## config.mk

```make
export PLATFORM = sky130hd
export DESIGN_NAME = soc_interrupt_sequencer_flat
export DESIGN_NICKNAME = d
export VERILOG_FILES = /design/src/rtl/soc_interrupt_sequencer_if.sv /design/src/rtl/soc_interrupt_sequencer.sv /design/src/flat_wrapper.sv
export SDC_FILE = /design/constraint.sdc
export NUM_CORES = 1
export LEC_CHECK = 0
export ABC_CLOCK_PERIOD_IN_PS = 9100
export CORE_AREA = 2 2 120 99
export CTS_CLUSTER_SIZE = 25
export DETAILED_ROUTE_END_ITERATION = 12
export DIE_AREA = 0 0 122 101
export GPL_TIMING_DRIVEN = 0
export PLACE_DENSITY = 0.71
export SYNTH_ARGS = -nofsm -noshare
export SYNTH_HDL_FRONTEND = slang
export SYNTH_SLANG_ARGS = --single-unit
export TNS_END_PERCENT = 20
```

## constraint.sdc

```tcl
create_clock -name clk -period 9.1 [get_ports clk]
set_clock_uncertainty 0.1 [all_clocks]
set_input_delay 2.275 -clock clk [delete_from_list [all_inputs] [get_ports clk]]
set_output_delay 2.275 -clock clk [all_outputs]
set_load 0.03 [all_outputs]
```

## src/rtl/soc_interrupt_sequencer_if.sv

```systemverilog
// SoC_InterruptBus: priority-encoded request from the interrupt controller to the CPU.
interface SoC_InterruptBus;
    logic       irq;
    logic [4:0] irq_id;

    modport Handler    (input  irq, input  irq_id);
    modport Controller (output irq, output irq_id);
endinterface

```

## src/rtl/soc_interrupt_sequencer.sv

```systemverilog
// soc_interrupt_sequencer: waits for an instruction boundary, performs trap entry
// (save PC, capture ID, redirect, clear pulse) and blocks re-entry until mret.
// Optional feature macro: SOC_INT_VECTORED_EN (vectored handler addresses; default is direct mode).
module soc_interrupt_sequencer (
    input  logic                clk,
    input  logic                res,
    SoC_InterruptBus.Handler    int_bus,
    input  logic                global_int_en,
    input  logic                instr_boundary,
    input  logic [31:0]         cur_pc,
    input  logic [31:0]         vector_base,
    input  logic                mret,
    output logic                take_int,
    output logic [31:0]         vector_pc,
    output logic [31:0]         int_clears,
    output logic                in_handler,
    output logic [4:0]          active_id,
    output logic [31:0]         return_pc,
    output logic                ret_valid
);

    localparam int unsigned ID_W = 5;
    localparam int unsigned PC_W = 32;

    typedef enum logic [2:0] {
        IDLE    = 3'd0,
        ARMED   = 3'd1,
        ENTER   = 3'd2,
        HANDLER = 3'd3,
        EXIT    = 3'd4
    } state_e;

    state_e            state_q, state_d;
    logic              take_int_q, take_int_d;
    logic              in_handler_q, in_handler_d;
    logic              ret_valid_q, ret_valid_d;
    logic [PC_W-1:0]   int_clears_q, int_clears_d;
    logic [ID_W-1:0]   active_id_q, active_id_d;
    logic [PC_W-1:0]   return_pc_q, return_pc_d;
    logic [PC_W-1:0]   vector_pc_q, vector_pc_d;

    logic              req_c;
    logic [PC_W-1:0]   base_aligned_c;
    logic [PC_W-1:0]   vector_target_c;

    // Request qualified by the core's global enable; low two base bits forced to zero.
    assign req_c          = int_bus.irq & global_int_en;
    assign base_aligned_c = vector_base & ~PC_W'(3);

    // Handler address for the ID currently on the bus.
`ifdef SOC_INT_VECTORED_EN
    assign vector_target_c = base_aligned_c + (PC_W'(int_bus.irq_id) << 2);
`else
    assign vector_target_c = base_aligned_c;
`endif

    // State and registered outputs; asynchronous reset clears everything.
    always_ff @(posedge clk or posedge res) begin
        if (res) begin
            state_q      <= IDLE;
            take_int_q   <= 1'b0;
            in_handler_q <= 1'b0;
            ret_valid_q  <= 1'b0;
            int_clears_q <= '0;
            active_id_q  <= '0;
            return_pc_q  <= '0;
            vector_pc_q  <= '0;
        end else begin
            state_q      <= state_d;
            take_int_q   <= take_int_d;
            in_handler_q <= in_handler_d;
            ret_valid_q  <= ret_valid_d;
            int_clears_q <= int_clears_d;
            active_id_q  <= active_id_d;
            return_pc_q  <= return_pc_d;
            vector_pc_q  <= vector_pc_d;
        end
    end

    // Next state, capture at the boundary, and outputs decoded from the next state.
    always_comb begin
        state_d      = state_q;
        active_id_d  = active_id_q;
        return_pc_d  = return_pc_q;
        vector_pc_d  = vector_pc_q;
        take_int_d   = 1'b0;
        in_handler_d = 1'b0;
        ret_valid_d  = 1'b0;
        int_clears_d = '0;

        case (state_q)
            IDLE: begin
                if (req_c) state_d = ARMED;
            end
            ARMED: begin
                if (!req_c) begin
                    state_d = IDLE;
                end else if (instr_boundary) begin
                    state_d     = ENTER;
                    active_id_d = int_bus.irq_id;
                    return_pc_d = cur_pc;
                    vector_pc_d = vector_target_c;
                end
            end
            ENTER:   state_d = HANDLER;
            HANDLER: begin
                if (mret) state_d = EXIT;
            end
            EXIT:    state_d = IDLE;
            default: state_d = IDLE;
        endcase

        take_int_d   = (state_d == ENTER);
        in_handler_d = (state_d == HANDLER);
        ret_valid_d  = (state_d == EXIT);
        if (take_int_d) int_clears_d = PC_W'(1) << active_id_d;
    end

    assign take_int   = take_int_q;
    assign in_handler = in_handler_q;
    assign ret_valid  = ret_valid_q;
    assign int_clears = int_clears_q;
    assign active_id  = active_id_q;
    assign return_pc  = return_pc_q;
    assign vector_pc  = vector_pc_q;

endmodule

```

## src/flat_wrapper.sv

```systemverilog
// flat-port wrapper written by rule: the top's interface ports become plain ports
module soc_interrupt_sequencer_flat 
  (clk, res, global_int_en, instr_boundary, cur_pc, vector_base, mret, take_int, vector_pc, int_clears, in_handler, active_id, return_pc, ret_valid, int_bus_irq, int_bus_irq_id);
  SoC_InterruptBus int_bus_i ();
  input  logic clk;
  input  logic res;
  input  logic global_int_en;
  input  logic instr_boundary;
  input  logic [31:0] cur_pc;
  input  logic [31:0] vector_base;
  input  logic mret;
  output logic take_int;
  output logic [31:0] vector_pc;
  output logic [31:0] int_clears;
  output logic in_handler;
  output logic [4:0] active_id;
  output logic [31:0] return_pc;
  output logic ret_valid;
  input wire logic [$bits(int_bus_i.irq)-1:0] int_bus_irq;
  input wire logic [$bits(int_bus_i.irq_id)-1:0] int_bus_irq_id;
  assign int_bus_i.irq = int_bus_irq;
  assign int_bus_i.irq_id = int_bus_irq_id;
  soc_interrupt_sequencer u_core (.clk(clk), .res(res), .int_bus(int_bus_i), .global_int_en(global_int_en), .instr_boundary(instr_boundary), .cur_pc(cur_pc), .vector_base(vector_base), .mret(mret), .take_int(take_int), .vector_pc(vector_pc), .int_clears(int_clears), .in_handler(in_handler), .active_id(active_id), .return_pc(return_pc), .ret_valid(ret_valid));
endmodule
```

==> results by group <==
Place
  • DP Wirelength: 6.60 mm
  • Worst slack at placement: 4.86 ns
  • IO Port Bufs: 171
  • Final GP Congestion: 0.665

Yosys
  • Sequential area share after synthesis: 0.690
  • Synth cell count leaders: dfrtp_1 (105), mux2_2 (57), nor2_1 (37)
  • Number of synthesized flops with an enable pin: 0
  • Ys Warns: 0
  • Flops & latches, synth: 105
  • Post-synth ARST share: 1.00
  • Post-synthesis cell area: 3810 um2
  • Ranking of synthesized cells by area: dfrtp_1 (69%), mux2_2 (17%), mux2_4 (3.9%)
  • Synth area leader: dfrtp_1
  • Yosys top cell area share: 0.690
  • Post-Syn Instances: 248
  • Most frequent cell after synthesis: dfrtp_1
  • Synth cell types: 23
  • Top FF cell, synth: dfrtp_1
  • Avg Inst Size Synth: 15.4 um2

Critical path
  • Kind of start point of the critical path: input pin
  • Setup CP Type: in2reg
  • Worst setup EP type: flip-flop
  • Worst path required time: 9.22 ns
  • Reg2reg path depth: 7
  • CP arrival: 3.98 ns
  • Critical Path Fanout Max: 10

Clock network
  • CTS Root Cell: clkbuf_16
  • Setup bufs post-CTS: 0
  • CTS tree: done
  • Number of buffers created by CTS: 9
  • Clock-pin slew on the worst setup and hold paths: 0.06 ns
  • Resize count post-CTS: 0
  • Cts hold-fix bufs: 0
  • Clock latency on the worst-skew pair: 0.33 ns
  • Clock sinks: 105
  • Worst-case clock buffer depth: 2
  • CTS H-Tree Depth: 3

STA
  • RSZ-0062 raised after global routing: no
  • Setup violations, final: 0
  • Post-layout min period: 3.86 ns
  • Slew Viols, Final: 0
  • Final worst-path setup slack: 5.24 ns
  • Max_slew headroom: 0.585
  • Final hold slack: 0.404 ns
  • Setup TNS: 0 ns
  • Slew @ Worst Pin: 0.623 ns
  • Fin crit share: 0.424
  • Fmax: 0.259 GHz
  • Fin. Hold Viols: 0

Flow run
  • Max Cap Viol: 0

Global routing
  • Largest net degree at the start of global routing: 57
  • Vias in the first global route: 2697
  • Global routing usage on met1: 0.168
  • Met2 Usage GRT: 0.246
  • M3 GR Usage: 0.0645
  • Remaining global-route overflow: 0
  • GRT Total Usage: 0.146
  • Antenna violations before repair: 0
  • First-pass GRT wire length: 13.6 mm
  • GR peak layer: met2

Power and ir drop
  • P_leak: 2.59 nW
  • Comb pwr share: 0.452
  • Flop pwr share: 0.361
  • Internal power: 1.26 mW
  • Clock share of power: 0.188
  • Pwr dens: 324 nW/um2
  • Net Sw Frac: 0.354
  • Peak supply drop: 210 uV
  • Net Sw Power: 690 uW

Detailed routing
  • Post-route ant nets: 0
  • Initial DRT Pass Iterations: 3
  • Drc violations: 0
  • DR iter-0 viols: 95
  • Routed Wire Length: 8.84 mm
  • WL/cell: 15.1 um
  • Routed vias/inst: 4.40
  • Vias: 2568

Floorplanning
  • Core area: 11200 um2
  • Row count: 35
  • Starting density of the core: 0.341
  • I/O pin count: 179
  • Die height: 101 um
  • Die ar.: 12300 um2
  • Die Wd: 122 um

Layout
  • Filler instances: 987
  • Fin util: 0.539
  • Layout cell share with drive strength beyond 1: 0.213
  • Synth-to-layout area growth: 58.0%
  • Layout Nets: 507
  • # diodes: 0

Min path
  • Hold Path Depth: 1
  • Min-delay worst type: reg2reg

Status
  • Status: finished clean
-- cell usage in the layout, fill, tap and decap left out, drive strengths merged --
cell type,count
and4bb,1
nand2,3
or3,1
nand4,1
clkdlybuf4s50,171
clkinv,1
and2,2
o21ai,1
inv,3
nand4b,2
clkbuf,15
conb,2
buf,13
dfrtp,105
clkinvlp,1
mux2,67
bufinv,1
nand3,2
nand3b,3
or3b,1
nor2,37
nand2b,3
-- metrics by stage --
| stage | instance area (um2) | total power, mW | cells |
|---|---|---|---|
| finish | 6020 | 1.95 | 584 |
| global route | 6020 | 2.05 | 584 |
| CTS | 6020 | 1.98 | 584 |
| detailed placement | 5740 | 1.60 | 569 |
| global placement | 5710 | 1.58 | 568 |
| floorplan | 3810 | 1.21 | 249 |
-- routing by layer --
layer	vias up	wire (um)
met5	-	0
met4	0	110
met3	13	884
met2	107	4340
met1	1255	3500
li1	1193	-
-- logic make-up (layout without fill, tap and decap cells) --
family / count (synthesis) / count (layout) / share of synthesized area
AO/OA/AOI/OAI: 1 / 1 / 0.00131
other: 1 / 2 / 0.000985
multiplexers: 67 / 67 / 0.208
AND/OR/NAND/NOR: 56 / 56 / 0.0703
flip-flops: 105 / 105 / 0.690
buffers and inverters: 18 / 205 / 0.0292
-- state kept, by name (all words and copies together), names as in the netlist --
register / cells
u_core.active_id: 5
u_core.in_handler: 1
u_core.int_clears: 32
u_core.ret_valid: 1
u_core.return_pc: 32
u_core.state_q: 3
u_core.take_int: 1
u_core.vector_pc: 30
-- path summary, 6_finish.rpt --
kind | from | endpoint | slack (ns)
setup / recovery | instr_boundary | u_core.return_pc[17] | 5.24
hold / removal | u_core.return_pc[3] | u_core.return_pc[3] | 0.40
setup reg to reg | u_core.state_q[1] | u_core.return_pc[17] | 7.20
hold reg to reg | u_core.return_pc[3] | u_core.return_pc[3] | 0.40
max in group asynchronous | res | u_core.int_clears[18] | 5.92
min in group asynchronous | res | u_core.return_pc[23] | 2.30
-- power groups by stage --
stage          sequential (mW)  clock [mW]  combinational (mW)
6_report                 0.702       0.366               0.880
3_3_place_gp             0.702           0               0.879
4_1_cts                  0.704       0.382               0.891
5_1_grt                  0.722       0.400               0.926
2_1_floorplan             1.02           0               0.190
3_5_place_dp             0.712           0               0.887
-- cell type report --
class	instances	area (um2)	share of cell area
clock buffers	12	236	0.0393
well taps	148	185	0.0308
inverters	3	13.8	0.00229
repair buffers	172	1740	0.289
multi-input cells	126	1070	0.178
plain buffers	15	100	0.0166
clock inverters	3	42.5	0.00707
flip-flops and latches	105	2630	0.437
-- worst max-delay path, stage by stage --
cell             delay (ns)
clkdlybuf4s50_1        0.44
and2_1                 0.11
clkbuf_1               0.19
and2_4                 0.18
buf_6                  0.11
buf_6                  0.15
buf_6                  0.19
mux2_4                 0.31
Note: power is estimated with default switching activity, not from simulation.
